<file path="src/rtl/result_readout.sv">
// ---------------------------------------------------------------------------
// result_readout
//   Reads NUM_WORDS 32-bit result words from SRAM (addresses 0..NUM_WORDS-1)
//   and streams each word out as four bytes, most significant byte first,
//   over a valid/ready byte interface. The block only owns the SRAM port
//   while rd_busy_o is high; the surrounding top uses rd_busy_o as the SRAM
//   mux select.
//
// Ports
//   clk_i          clock, all state on the rising edge
//   rst_ni         asynchronous active-low reset
//   start_i        run request, level-sampled in IDLE only
//   sram_cs_n_o    SRAM chip select (active low), asserted in READ only
//   sram_we_n_o    SRAM write enable, permanently high
//   sram_addr_o    SRAM read address (holds its value outside READ)
//   sram_rdata_i   SRAM read data, valid RD_LAT cycles after the READ cycle
//   out_data_o     result byte
//   out_valid_o    out_data_o valid
//   out_ready_i    consumer accepts a byte when valid && ready
//   rd_busy_o      high in every state except IDLE
//   rd_done_o      single-cycle pulse after the last byte is accepted
//
// States
//   state    | meaning
//   ---------+-----------------------------------------------------------
//   ST_IDLE  | waiting for start_i; SRAM port released
//   ST_READ  | one cycle, chip select low, address = word counter
//   ST_WAIT  | RD_LAT cycles; read data captured on the last one
//   ST_SHIFT | presenting shreg[31:24]; shifts left by 8 per accepted byte
//   ST_DONE  | one-cycle rd_done_o pulse, then back to IDLE
// ---------------------------------------------------------------------------
module result_readout #(
    parameter int ADDR_W    = 8,
    parameter int NUM_WORDS = 16,
    parameter int RD_LAT    = 1
) (
    input  logic              clk_i,
    input  logic              rst_ni,
    input  logic              start_i,
    output logic              sram_cs_n_o,
    output logic              sram_we_n_o,
    output logic [ADDR_W-1:0] sram_addr_o,
    input  logic [31:0]       sram_rdata_i,
    output logic [7:0]        out_data_o,
    output logic              out_valid_o,
    input  logic              out_ready_i,
    output logic              rd_busy_o,
    output logic              rd_done_o
);

    localparam int                LAT_W     = (RD_LAT > 1) ? $clog2(RD_LAT) : 1;
    localparam logic [ADDR_W-1:0] LAST_WORD = ADDR_W'(NUM_WORDS - 1);
    localparam logic [LAT_W-1:0]  LAT_LOAD  = LAT_W'(RD_LAT - 1);

    typedef enum logic [2:0] {
        ST_IDLE,
        ST_READ,
        ST_WAIT,
        ST_SHIFT,
        ST_DONE
    } state_t;

    state_t            state_q, state_d;
    logic [ADDR_W-1:0] word_cnt_q, word_cnt_d;
    logic [1:0]        byte_cnt_q, byte_cnt_d;
    logic [LAT_W-1:0]  lat_cnt_q, lat_cnt_d;
    logic [31:0]       shreg_q, shreg_d;

    always_ff @(posedge clk_i or negedge rst_ni) begin
        if (!rst_ni) begin
            state_q    <= ST_IDLE;
            word_cnt_q <= '0;
            byte_cnt_q <= '0;
            lat_cnt_q  <= '0;
            shreg_q    <= '0;
        end else begin
            state_q    <= state_d;
            word_cnt_q <= word_cnt_d;
            byte_cnt_q <= byte_cnt_d;
            lat_cnt_q  <= lat_cnt_d;
            shreg_q    <= shreg_d;
        end
    end

    always_comb begin
        state_d    = state_q;
        word_cnt_d = word_cnt_q;
        byte_cnt_d = byte_cnt_q;
        lat_cnt_d  = lat_cnt_q;
        shreg_d    = shreg_q;

        unique case (state_q)
            ST_IDLE: begin
                if (start_i) begin
                    word_cnt_d = '0;
                    state_d    = ST_READ;
                end
            end
            ST_READ: begin
                // Wait timer is a down-counter; terminal count 0 marks the
                // cycle in which the SRAM data is valid.
                lat_cnt_d = LAT_LOAD;
                state_d   = ST_WAIT;
            end
            ST_WAIT: begin
                if (lat_cnt_q == '0) begin
                    shreg_d    = sram_rdata_i;
                    byte_cnt_d = '0;
                    state_d    = ST_SHIFT;
                end else begin
                    lat_cnt_d = lat_cnt_q - LAT_W'(1);
                end
            end
            ST_SHIFT: begin
                if (out_ready_i) begin
                    shreg_d    = {shreg_q[23:0], 8'h00};
                    byte_cnt_d = byte_cnt_q + 2'd1;
                    if (byte_cnt_q == 2'd3) begin
                        if (word_cnt_q == LAST_WORD) begin
                            state_d = ST_DONE;
                        end else begin
                            word_cnt_d = word_cnt_q + ADDR_W'(1);
                            state_d    = ST_READ;
                        end
                    end
                end
            end
            ST_DONE: begin
                state_d = ST_IDLE;
            end
            default: begin
                state_d = ST_IDLE;
            end
        endcase
    end

    // Outputs decode directly from the state register so an asynchronous
    // reset takes them to their idle values in the same cycle.
    assign sram_cs_n_o = (state_q != ST_READ);
    assign sram_we_n_o = 1'b1;
    // The word counter doubles as the address register: it only changes on
    // entry to READ, so the address holds its last value elsewhere.
    assign sram_addr_o = word_cnt_q;
    assign out_valid_o = (state_q == ST_SHIFT);
    assign out_data_o  = (state_q == ST_SHIFT) ? shreg_q[31:24] : 8'h00;
    assign rd_busy_o   = (state_q != ST_IDLE);
    assign rd_done_o   = (state_q == ST_DONE);

endmodule
</file>
<file path="config.mk">
export PLATFORM = sky130hd
export DESIGN_NAME = result_readout
export DESIGN_NICKNAME = d
export VERILOG_FILES = /design/src/rtl/result_readout.sv
export SDC_FILE = /design/constraint.sdc
export NUM_CORES = 1
export LEC_CHECK = 0
export ABC_AREA = 1
export CORE_UTILIZATION = 46
export CTS_CLUSTER_DIAMETER = 60
export DETAILED_ROUTE_END_ITERATION = 8
export PLACE_DENSITY = 0.85
export SLEW_MARGIN = 20
export SYNTH_ARGS = -nofsm -noshare
export SYNTH_HDL_FRONTEND = slang
export SYNTH_SLANG_ARGS = --single-unit
</file>
<file path="constraint.sdc">
create_clock -name clk_i -period 1.5 [get_ports clk_i]
set_input_delay 0.45 -clock clk_i [delete_from_list [all_inputs] [get_ports clk_i]]
set_output_delay 0.45 -clock clk_i [all_outputs]
set_load 0.005 [all_outputs]
</file>
==> flow_summary.json <==
{
  "r2r-start": "state_q[1]",
  "worst_pin_slew_ns": 0.530,
  "initial_core_util_pct": 49.0,
  "worst_setup_path_start_kind": "register",
  "min_period_over_period_pct": 128,
  "vias": 2742,
  "relSlewSlack_pct": 64.7,
  "dp_slack_ns": -0.286,
  "hp-class": "in2async",
  "synth.net_count": 333,
  "vias_per_cell": 5.69,
  "grt_pass1_wl_mm": 13.4,
  "nets": 449,
  "antenna_found_initial": 0,
  "crit_type": "reg2out",
  "die-width_um": 76.4,
  "overflow": 0,
  "place_hpwl_mm": 4.35,
  "cp_max_fo": 4,
  "wl_mm": 9.49,
  "io_buffers": 55,
  "cts_tree": "built",
  "area_growth_pct": 70.1,
  "sequentialPowerShare_pct": 20.1,
  "rsz0062_at_grt": "yes",
  "dr.pass1.iters": 4,
  "htree_levels": 2,
  "rr_endpoint": "sram_addr_o[1]",
  "failed_checks": "setup timing",
  "grt_pass1_vias": 2758,
  "synth.distinct_cells": 28,
  "drt_iter0_drc": 171,
  "num_antenna_cells": 0,
  "p_switching_w": 0.00446,
  "clk_latency_ns": 0.31,
  "io_pins": 57,
  "cts-root-buf": "clkbuf_8",
  "crit_start": "state_q[2]",
  "gp_congestion": 0.837,
  "numCtsBuffers": 5,
  "worstSetupEndpointType": "output port",
  "r2r_cells": 10,
  "p_per_area_mw_per_mm2": 2300,
  "seq_area_frac_synth_pct": 44.2,
  "layout-drive-gt1-share_pct": 48.1,
  "ys_seq_elements": 45,
  "synth_warnings": 0,
  "syn_area_per_cell_um2": 8.64,
  "grt_usage_pct": 29.9,
  "p_total_w": 0.00995,
  "fin_skew_ns": 0.00535,
  "fillers": 278,
  "p_comb_share_pct": 72.1,
  "finish.utilization_pct": 83.3,
  "clock.fmax_mhz": 521,
  "syn-cell-area_mm2": 0.00255,
  "dieHeight_um": 76.4,
  "peakVddDrop_mv": 1.45,
  "internal_power_w": 0.00549,
  "p_leak_nw": 2.02,
  "r2r_slack_ns": -0.26,
  "clk_transition_reported_paths_ns": 0.09,
  "drc": 0,
  "cts_max_path_buffers": 2,
  "worst_slack_ns": -0.421,
  "dieArea_mm2": 0.00584,
  "wl_per_cell_um": 19.7,
  "crit_required_ns": 1.05,
  "worstPathArrival_ns": 1.47,
  "ant_nets": 0,
  "p_clk_share_pct": 7.8,
  "min_period_ns": 1.92,
  "cap_violations": 0,
  "setup_violations": 56,
  "hold_viol": 0,
  "cts_sinks": 45,
  "grt_max_degree": 27,
  "swShare_pct": 44.8,
  "core_mm2": 0.00520,
  "syn_inst": 295,
  "status": "finished, violations left",
  "rows": 26,
  "slew_violations": 0
}
area by class of cell:
type                       instances  area (µm²)  area share (%)
tap                               70        87.6            2.02
sequential                        45        1130            26.0
timing repair buffer             123        1330            30.7
clock inverter                     1        7.51           0.173
clock buffer                       7        76.3            1.76
multi-input combinational        198        1560            35.9
inverter                          38         148            3.41
state kept, by name (all words and copies together), names as in the netlist:
name	cells
sram_addr_o	8
state_q	3
shreg_q	32
byte_cnt_q	2
worst max path at each step:
stage                    endpoint  cells after the start
floorplan           out_data_o[0]                      5
global placement    out_data_o[0]                      5
detailed placement  out_data_o[2]                      5
CTS                 out_data_o[0]                      6
global route        out_data_o[3]                      6
finish              out_data_o[3]                      6
worst max-delay path, cell delays in order, from the launching register on:
cell,delay (ns)
dfrtp_1,0.41
inv_2,0.09
nand3_4,0.08
buf_6,0.15
buf_12,0.13
nor2_1,0.14
buf_2,0.15
what timing repair did:
| item | 4_1_cts | 5_1_grt |
|---|---|---|
| pin swaps | 16 | 25 |
| setup buffers | 28 | 10 |
| hold buffers | 0 | 0 |
| setup endpoints to repair | 56 | 57 |
| resized for setup | 121 | 74 |
| gates cloned | 7 | 0 |
placed cells by master, fill, tap and decap left out, types with 6 or more instances in the layout:
| cell type | instances |
|---|---|
| nor2_4 | 15 |
| inv_1 | 35 |
| dlygate4sd2_1 | 8 |
| buf_12 | 9 |
| nand3_1 | 13 |
| o21ai_1 | 6 |
| nand3_2 | 9 |
| nand2_1 | 45 |
| o211ai_2 | 15 |
| buf_6 | 14 |
| buf_2 | 12 |
| nor2_1 | 17 |
| clkdlybuf4s50_1 | 34 |
| o21ai_2 | 28 |
| nand2_2 | 17 |
| buf_4 | 34 |
| buf_16 | 7 |
| dfrtp_1 | 45 |
stage by stage:
step | cells | instance area, µm² | hold slack, ns | setup TNS [ns]
final | 482 | 4330 | 0.106 | -10.44
after global routing | 482 | 4330 | 0.146 | -12.99
after CTS | 476 | 4000 | 0.114 | -7.15
after detailed placement | 433 | 3330 | 0.442 | -9.08
after global placement | 433 | 3330 | 0.434 | -7.82
after floorplan | 295 | 2550 | 0.154 | 0
cells in the mapped netlist:
| master | count | area share, % |
|---|---|---|
| a21oi_2 | 3 | 1.0 |
| buf_2 | 4 | 0.79 |
| buf_4 | 5 | 1.5 |
| buf_6 | 3 | 1.3 |
| buf_8 | 2 | 1.2 |
| clkbuf_1 | 1 | 0.15 |
| conb_1 | 1 | 0.15 |
| dfrtp_1 | 45 | 44 |
| ha_1 | 2 | 0.98 |
| inv_1 | 36 | 5.3 |
| inv_2 | 2 | 0.29 |
| nand2_1 | 63 | 9.3 |
| nand2_2 | 4 | 0.98 |
| nand2_4 | 2 | 0.88 |
| nand2_8 | 1 | 0.79 |
| nand3_1 | 23 | 4.5 |
| nor2_1 | 32 | 4.7 |
| nor2_2 | 1 | 0.25 |
| nor2_4 | 1 | 0.44 |
| nor2_8 | 1 | 0.79 |
| nor3_1 | 3 | 0.59 |
| nor3b_1 | 1 | 0.29 |
| o211ai_2 | 18 | 8.8 |
| o21ai_0 | 17 | 3.3 |
| o21ai_1 | 5 | 0.98 |
| o21ai_2 | 16 | 5.5 |
| o21bai_1 | 1 | 0.29 |
| xor2_1 | 2 | 0.69 |
power by group through the flow:
stage	clock network [W]	logic [W]	registers [W]
after floorplan	0	0.00272	0.00190
after global routing	0.000827	0.00752	0.00202
after global placement	0	0.00387	0.00190
after CTS	0.000761	0.00587	0.00192
final	0.000772	0.00718	0.00200
after detailed placement	0	0.00400	0.00193
kinds of logic (layout without fill, tap and decap cells):
family	after synthesis	count (layout)	share of synthesized area [%]
adders and majority gates	2	2	0.982
DFF	45	45	44.2
xor gates and xnor gates	2	2	0.687
other	1	1	0.147
AOI/OAI and AO/OA	60	60	20.0
and+or+nand+nor	132	133	23.5
buffers and inverters	53	169	10.5
metal layers:
metal / vias to the layer above / share of wire [%] / track usage, %
met2: 155 / 53 / 51.4
met1: 1350 / 37 / 34.0
met4: 0 / 4.6 / 17.3
li1: 1193 / - / -
met5: - / 0 / 0
met3: 44 / 5.9 / 6.59
(Power assumes the default switching activity.)
